<file path="src/rtl/rl_lj_force_accumulator.sv">
// rl_lj_force_accumulator: sums per-pair FP32 LJ forces of one reference particle into one force vector
// Ports: clk, rst (async, active-high); force_valid/force_last/force_x/y/z in, in_ready out;
//        acc_valid/acc_x/y/z/acc_pair_count out (pulse at end of group);
//        neg_valid/neg_x/y/z out (negated pair, only with macro ACC_NEWTON3_EN, else tied to 0).
// One adder per axis (latency ADDER_LATENCY) feeds ADDER_LATENCY interleaved partial-sum lanes;
// a DRAIN/REDUCE FSM folds the lanes into lane 0 and emits the total.
module rl_lj_force_accumulator #(
    parameter int DATA_WIDTH    = 32,
    parameter int ADDER_LATENCY = 3,
    parameter int COUNT_WIDTH   = 16
) (
    input  logic                   clk,
    input  logic                   rst,
    input  logic                   force_valid,
    input  logic                   force_last,
    input  logic [DATA_WIDTH-1:0]  force_x,
    input  logic [DATA_WIDTH-1:0]  force_y,
    input  logic [DATA_WIDTH-1:0]  force_z,
    output logic                   in_ready,
    output logic                   acc_valid,
    output logic [DATA_WIDTH-1:0]  acc_x,
    output logic [DATA_WIDTH-1:0]  acc_y,
    output logic [DATA_WIDTH-1:0]  acc_z,
    output logic [COUNT_WIDTH-1:0] acc_pair_count,
    output logic                   neg_valid,
    output logic [DATA_WIDTH-1:0]  neg_x,
    output logic [DATA_WIDTH-1:0]  neg_y,
    output logic [DATA_WIDTH-1:0]  neg_z
);
    localparam int L = ADDER_LATENCY;
    localparam int PW = L > 1 ? $clog2(L) : 1;
    localparam logic [PW-1:0] LAST = PW'(L - 1);
    typedef enum logic [1:0] {ACCUM, DRAIN, REDUCE, OUT} state_t;
    state_t state, nxt;
    logic [DATA_WIDTH-1:0] fin [3], lane [3][L], pd [3][L], op_a [3], op_b [3], sum [3], tot [3], acc_r [3];
    logic pv [L];
    logic [PW-1:0] pi [L];
    logic [PW-1:0] ptr, ph, rk, issue_idx;
    logic [COUNT_WIDTH-1:0] cnt, cnt_r;
    logic accept, issue, fwd_hit, fwd0;
    // FP32 add, round-to-nearest-even; denormal inputs/results flush to zero, NaN/Inf propagate
    function automatic logic [31:0] fp_add(input logic [31:0] x, input logic [31:0] y);
        logic [31:0] a, b;
        logic [7:0] d;
        logic [26:0] ma, mb;
        logic [27:0] s;
        logic [24:0] r;
        logic signed [9:0] e;
        a = x[30:0] >= y[30:0] ? x : y;
        b = x[30:0] >= y[30:0] ? y : x;
        if (a[30:23] == 8'hff)
            return ((|a[22:0]) || (b[30:23] == 8'hff && a[31] != b[31])) ? 32'h7fc00000 : a;
        if (a[30:23] == 8'h00)
            return {a[31] & b[31], 31'b0};
        if (b[30:23] == 8'h00)
            return a;
        d = a[30:23] - b[30:23];
        ma = {1'b1, a[22:0], 3'b0};
        mb = {1'b1, b[22:0], 3'b0};
        mb = d > 8'd26 ? 27'd1 : (mb >> d) | {26'b0, |(mb & ((27'd1 << d) - 27'd1))};
        s = a[31] == b[31] ? {1'b0, ma} + {1'b0, mb} : {1'b0, ma} - {1'b0, mb};
        if (s == 28'd0)
            return 32'h0;
        e = signed'({2'b0, a[30:23]});
        if (s[27]) begin
            s = {1'b0, s[27:2], s[1] | s[0]};
            e = e + 10'sd1;
        end
        for (int i = 0; i < 26; i++)
            if (!s[26]) begin
                s = s << 1;
                e = e - 10'sd1;
            end
        if (e <= 10'sd0)
            return {a[31], 31'b0};
        r = {1'b0, s[26:3]} + {24'b0, s[2] & (s[3] | s[1] | s[0])};
        if (r[24]) begin
            r = r >> 1;
            e = e + 10'sd1;
        end
        if (e >= 10'sd255)
            return {a[31], 8'hff, 23'b0};
        return {a[31], e[7:0], r[22:0]};
    endfunction
    assign fin = '{force_x, force_y, force_z};
    assign in_ready = state == ACCUM;
    assign accept = force_valid & in_ready;
    assign acc_valid = state == OUT;
    // reduction folds lane[k] into lane 0, one add per L cycles
    assign issue = state == ACCUM ? accept : (state == REDUCE && ph == '0);
    assign issue_idx = state == REDUCE ? '0 : ptr;
    // a lane reissued exactly L cycles later reads the result retiring that same cycle
    assign fwd_hit = pv[L-1] && pi[L-1] == issue_idx;
    assign fwd0 = pv[L-1] && pi[L-1] == '0;
    always_comb begin
        for (int a = 0; a < 3; a++) begin
            op_a[a] = fwd_hit ? pd[a][L-1] : lane[a][issue_idx];
            op_b[a] = state == REDUCE ? lane[a][rk] : fin[a];
            sum[a] = fp_add(op_a[a], op_b[a]);
            tot[a] = fwd0 ? pd[a][L-1] : lane[a][0];
        end
    end
    assign acc_x = acc_valid ? tot[0] : acc_r[0];
    assign acc_y = acc_valid ? tot[1] : acc_r[1];
    assign acc_z = acc_valid ? tot[2] : acc_r[2];
    assign acc_pair_count = acc_valid ? cnt : cnt_r;
    always_comb
        nxt = state == ACCUM  ? (accept && force_last ? DRAIN : ACCUM) :
              state == DRAIN  ? (ph == LAST ? (L == 1 ? OUT : REDUCE) : DRAIN) :
              state == REDUCE ? (ph == LAST && rk == LAST ? OUT : REDUCE) : ACCUM;
    always_ff @(posedge clk or posedge rst)
        if (rst) state <= ACCUM;
        else     state <= nxt;
    always_ff @(posedge clk or posedge rst)
        if (rst) begin
            ptr <= '0;
            ph <= '0;
            rk <= PW'(1);
            cnt <= '0;
            cnt_r <= '0;
            for (int i = 0; i < L; i++) begin
                pv[i] <= 1'b0;
                pi[i] <= '0;
            end
            for (int a = 0; a < 3; a++) begin
                acc_r[a] <= '0;
                for (int i = 0; i < L; i++) begin
                    lane[a][i] <= '0;
                    pd[a][i] <= '0;
                end
            end
        end else begin
            pv[0] <= issue;
            pi[0] <= issue_idx;
            for (int i = 1; i < L; i++) begin
                pv[i] <= pv[i-1];
                pi[i] <= pi[i-1];
            end
            for (int a = 0; a < 3; a++) begin
                pd[a][0] <= sum[a];
                for (int i = 1; i < L; i++)
                    pd[a][i] <= pd[a][i-1];
            end
            ph <= (state == ACCUM || ph == LAST) ? '0 : ph + 1'b1;
            rk <= state != REDUCE ? PW'(1) : (ph == LAST ? rk + 1'b1 : rk);
            if (state == OUT) begin
                ptr <= '0;
                cnt <= '0;
                cnt_r <= cnt;
                for (int a = 0; a < 3; a++) begin
                    acc_r[a] <= tot[a];
                    for (int i = 0; i < L; i++)
                        lane[a][i] <= '0;
                end
            end else begin
                if (pv[L-1])
                    for (int a = 0; a < 3; a++)
                        lane[a][pi[L-1]] <= pd[a][L-1];
                if (accept) begin
                    ptr <= ptr == LAST ? '0 : ptr + 1'b1;
                    cnt <= cnt + COUNT_WIDTH'(cnt != '1);
                end
            end
        end
`ifdef ACC_NEWTON3_EN
    localparam logic [DATA_WIDTH-1:0] SIGN = {1'b1, {(DATA_WIDTH-1){1'b0}}};
    always_ff @(posedge clk or posedge rst)
        if (rst) begin
            neg_valid <= 1'b0;
            neg_x <= '0;
            neg_y <= '0;
            neg_z <= '0;
        end else begin
            neg_valid <= accept;
            if (accept) begin
                neg_x <= force_x ^ SIGN;
                neg_y <= force_y ^ SIGN;
                neg_z <= force_z ^ SIGN;
            end
        end
`else
    assign neg_valid = 1'b0;
    assign neg_x = '0;
    assign neg_y = '0;
    assign neg_z = '0;
`endif
endmodule

</file>
<file path="config.mk">
export PLATFORM = sky130hd
export DESIGN_NAME = rl_lj_force_accumulator
export DESIGN_NICKNAME = d
export VERILOG_FILES = /design/src/rtl/rl_lj_force_accumulator.sv
export SDC_FILE = /design/constraint.sdc
export NUM_CORES = 2
export LEC_CHECK = 0
export BUFFER_PORTS_ARGS = -buffer_cell sky130_fd_sc_hd__buf_4
export CORE_MARGIN = 4
export CORE_UTILIZATION = 40
export DETAILED_ROUTE_END_ITERATION = 12
export SYNTH_ARGS = -nofsm -noshare
export SYNTH_HDL_FRONTEND = slang
export SYNTH_SLANG_ARGS = --single-unit
</file>
<file path="constraint.sdc">
create_clock -name clk -period 31.4 [get_ports clk]
set_clock_uncertainty 0.1 [all_clocks]
set_input_delay 1.57 -clock clk [delete_from_list [all_inputs] [get_ports clk]]
set_output_delay 1.57 -clock clk [all_outputs]
set_load 0.05 [all_outputs]
</file>
# After elaboration in Yosys (flattened, before gate mapping)
# Cells that the tools add are included.
# totals
output_inout_bits,211
word_cells,1240
inputBits,100
register_bits,721
# op_classes
n_bitwise,25
reduce_logical,34
magnitude_cmp,16
n_eq_ne,21
muxes,1002
shifts,6
n_addsub,103
# ops
op,n
2-to-1 mux 27 bit,408
2-to-1 mux 10 bit,420
2-to-1 mux 32 bit,73
"subtractor 10 x 2 -> 10 bit, second input constant",78
2-to-1 mux 288 bit,2
binary-select mux 32 bit (select 2 bit),6
bitwise mux 96 bit,3
>= comparator 31 bit,3
adder 27 x 27 -> 28 bit,3
zero test 28 bit,3
2-to-1 mux 28 bit,3
subtractor 27 x 27 -> 28 bit,3
bitwise AND 27 bit,3
OR 27 x 1 -> 27 bit,3
OR reduction 27 bit,3
"left shift 1 x 8 -> 27 bit, first input constant",3
>> shifter 27 x 8 -> 27 bit,3
"subtractor 27 x 1 -> 27 bit, second input constant",3
adder 24 x 1 -> 25 bit,3
2-to-1 mux 23 bit,3
OR reduction 23 bit,3
2-to-1 mux 1 bit,66
demux 32 bit (select 2 bit),1
"== test 8 bit, second input constant",6
28 further kinds,102

# Longest topological paths before layout
# depth
word_depth,207
ltp_mapped,146

# Least setup slack after synthesis
# No wires, ideal clock.
# synth_timing
path_type,register to register
start,register state[0]
end,register pd[169] (netlist bit)
path_stages_with_launch,140
required_time_ns,31.204
slack_ns,5.766
arrival_ns,25.439
setup_ns,0.096
path_buffers,21
cell_sequence,dfrtp_1 -> nand2b_4 -> buf_6 -> nand2_4 -> xnor2_4 -> nand2_4 -> buf_6 -> buf_6 -> buf_4 -> buf_2 -> buf_2 -> buf_2 -> o211ai_1 -> o21ai_0 -> inv_1 -> ha_1 -> nand4_1 -> nor4_1 -> [104 not listed] -> ha_1 -> a21o_1 -> ha_1 -> mux2_2 -> a21o_1 -> ha_1 -> mux2i_1 -> ha_1 -> and2_1 -> maj3_1 -> mux2_2 -> nand2_1 -> nor4b_1 -> o21bai_1 -> o31a_1 -> nand3_2 -> buf_6 -> o32ai_2
# synth_lines
element,line,rtl
"start, declared",34,"state_t state, nxt;"
"start signal, assigned",113,else state <= nxt;
"end signal, assigned by index",140,pd[a][0] <= sum[a];
"end signal, assigned by index",142,pd[a][i] <= pd[a][i-1];
"end, declared",35,"logic [DATA_WIDTH-1:0] fin [3], lane [3][L], pd [3][L], op_a [3], op_b [3], sum [3], tot [3], acc_r [3];"

==> results.sh <==
export IMPL_die_h_um=487
export IMPL_fp_dieArea_mm2=0.237
export IMPL_outcome="complete, no violations"
export IMPL_nNetsFinal=12600
export IMPL_hold_path_cell_count=0
export IMPL_clkTransAtPathRegs_ns=0.06
export IMPL_ys_warn_count=0
export IMPL_netlist_top_cells_area="dfrtp_1, nand2_1, mux2i_1"
export IMPL_vias_per_cell=6.57
export IMPL_wire_per_inst_um=27.0
export IMPL_drt_initial_drc_count=12900
export IMPL_dp_hpwl_um=318000
export IMPL_synth_seq_cells=721
export IMPL_fillers=23300
export IMPL_routabilityCongestion=1.03
export IMPL_antenna_found_initial=34
export IMPL_grt_overflow_total=0
export IMPL_rows=175
export IMPL_hold_end="pd[24]"
export IMPL_cp_arrival_ns=30.05
export IMPL_place_inst=15100
export IMPL_firstDrtPassIters=7
export IMPL_stdcell_area_mm2=0.0989
export IMPL_cpPeakStageDelay_ns=0.87
export IMPL_clk_latency_ns=0.72
export IMPL_setup_violations=0
export IMPL_cts_resized=0
export IMPL_grt_pass1_wl_um=611000
export IMPL_placed_area_mm2=0.0958
export IMPL_r2r_start="rk[1]"
export IMPL_post_cts_buffers=0
export IMPL_end_kind="register"
export IMPL_grt_max_degree=168
export IMPL_totalWireLength_um=413000
export IMPL_synth_edf_count=0
export IMPL_fp_dieW_um=487
export IMPL_cts_tree="yes"
export IMPL_core_area_mm2=0.228
export IMPL_track_usage_pct=32.9
export IMPL_finalNonFillerCells=15300
export IMPL_final_period_utilization_pct=94.3
export IMPL_critical_path_required_ns=31.85
export IMPL_startpoint_type="register"
export IMPL_grt_pass1_vias=93300
export IMPL_maxCapViolCount=0
export IMPL_hold_viol=0
export IMPL_routed_via_count=101000
export IMPL_clockBufferDepth=3
export IMPL_cts_made_buffers=84
export IMPL_syn_to_final_growth_pct=7.83
export IMPL_cp_startpoint="rk[1]"
export IMPL_htree_levels=3
export IMPL_hold_path_class="register to register"
export IMPL_rsz0062_at_grt="no"
export IMPL_crit_type="register to register"
export IMPL_netlist_instances=12400
export IMPL_fmax_ghz=0.0338
export IMPL_slew_violations=0
export IMPL_cp_slowest_cell="or2_0"
export IMPL_reg2reg_to="pd[285]"
export IMPL_holdBufCountCts=0
export IMPL_ys_flop_type="dfrtp_1"
export IMPL_yosysMostFrequentCell="nand2_1"
export IMPL_relSlewSlack_pct=3.28
export IMPL_syn_cell_area_mm2=0.0917
export IMPL_seqCellArea_mm2=0.0180
export IMPL_yosysTopAreaCell="dfrtp_1"
export IMPL_synth_top_cells_by_count="nand2_1, nor2_1, a21oi_1"
export IMPL_multi_input_area_mm2=0.0686
export IMPL_cts_root_buf="clkbuf_16"
export IMPL_port_buffers=213
export IMPL_clock_sinks=721
export IMPL_hp_start="pd[56]"
export IMPL_r2r_slack_ns=1.80
export IMPL_route_detailed_drc=0
export IMPL_synth_cell_type_count=169
export IMPL_synthArstFlopShare_pct=100
export IMPL_period_minus_slack_ns=29.60
export IMPL_start_util_pct=40.3
export IMPL_avgSynthCellArea_um2=7.41
export IMPL_drive_gt1_share_pct=10.8
export IMPL_worstRegToRegCells=115
export IMPL_cpMostUsedCell="ha_1"
export IMPL_synth_top_cell_area_share_pct=19.6
export IMPL_seq_area_frac_synth_pct=19.7
export IMPL_ioPinCount=311
export IMPL_cp_max_fo=58
export IMPL_setup_tns_ns=0
export IMPL_ant_nets=0
export IMPL_worstMarginPinSlew_ns=1.44
-- worst max-delay path, delay by kind of cell, from the launching register on --
kind / cells / cell delay (ns)
AO/OA/AOI/OAI: 39 / 9.66
adder cells (fa/ha/maj): 23 / 6.70
AND/OR/NAND/NOR: 32 / 5.67
buffers and inverters: 7 / 2.47
multiplexers: 9 / 2.23
XOR/XNOR: 5 / 1.80
flip-flops: 1 / 0.66
-- cell usage in the layout, fill, tap and decap left out, types with 140 or more instances in the layout --
cell / Yosys / final
a21oi_1: 847 / 845
o21ai_0: 813 / 800
nand2_1: 1642 / 1640
a211oi_1: 154 / 154
dfrtp_1: 720 / 719
nor4_1: 149 / 146
xnor2_1: 311 / 307
ha_1: 323 / 321
a22oi_1: 140 / 140
nor2_1: 1154 / 1149
inv_1: 407 / 405
a21o_1: 144 / 143
nand3_1: 447 / 446
xor2_1: 154 / 154
mux2_2: 152 / 152
and3_1: 155 / 154
nand4_1: 225 / 225
o211ai_1: 168 / 168
mux2i_1: 468 / 468
nor3_1: 408 / 406
buf_4: 140 / 498
-- worst max path at each step --
stage	to	cells past startpoint
after floorplan	pd[169]	139
after global placement	pd[163]	120
after detailed placement	pd[167]	119
after CTS	pd[167]	119
after global routing	pd[167]	121
final	pd[285]	115
-- metal layers --
metal | track usage [%] | part of all wire, % | vias up
met2 | 50.9 | 44 | 5265
met4 | 14.6 | 5.1 | 4
met5 | 0 | 0.0063 | -
met1 | 45.6 | 43 | 49100
met3 | 4.59 | 8.1 | 869
li1 | - | - | 45400
-- flip-flops by register name, summed over array words and instances (netlist names) --
| signal | cells |
|---|---|
| acc_r | 96 |
| ph | 2 |
| pi | 6 |
| cnt | 16 |
| lane | 288 |
| pd | 288 |
| pv | 3 |
| rk | 2 |
| ptr | 2 |
| state | 2 |
| cnt_r | 16 |
-- logic make-up after synthesis --
group | after synthesis | share of synthesized area [%]
other | 1 | 0.00409
multiplexers | 680 | 8.29
XOR/XNOR | 566 | 6.62
buffers and inverters | 1272 | 6.18
AND/OR/NAND/NOR | 5007 | 26.3
AO/OA/AOI/OAI | 3796 | 28.4
flip-flops | 721 | 19.7
adder cells (fa/ha/maj) | 331 | 4.53
-- per-stage QoR --
stage | util (%) | hold slack [ns] | worst slack [ns]
6_report | 43.4 | 0.232 | 1.80
5_1_grt | 43.4 | 0.242 | 0.0931
3_3_place_gp | 42.1 | 0.232 | 1.89
3_5_place_dp | 42.1 | 0.235 | 1.94
4_1_cts | 43.4 | 0.235 | 1.83
2_1_floorplan | - | 0.231 | 5.77
-- layout make-up --
| cell class | instances | area share [%] |
|---|---|---|
| Antenna cell | 20 | 0.0506 |
| Clock buffer | 123 | 2.50 |
| Clock inverter | 33 | 0.546 |
| Inverter | 426 | 1.63 |
| Multi-Input combinational cell | 10500 | 69.4 |
| Sequential cell | 721 | 18.2 |
| Tap cell | 3009 | 3.81 |
| Timing Repair Buffer | 502 | 3.85 |
Power is left out: the tool's default activity adds up to more than one toggle a clock period on the data nets, which glitch-free logic cannot reach.
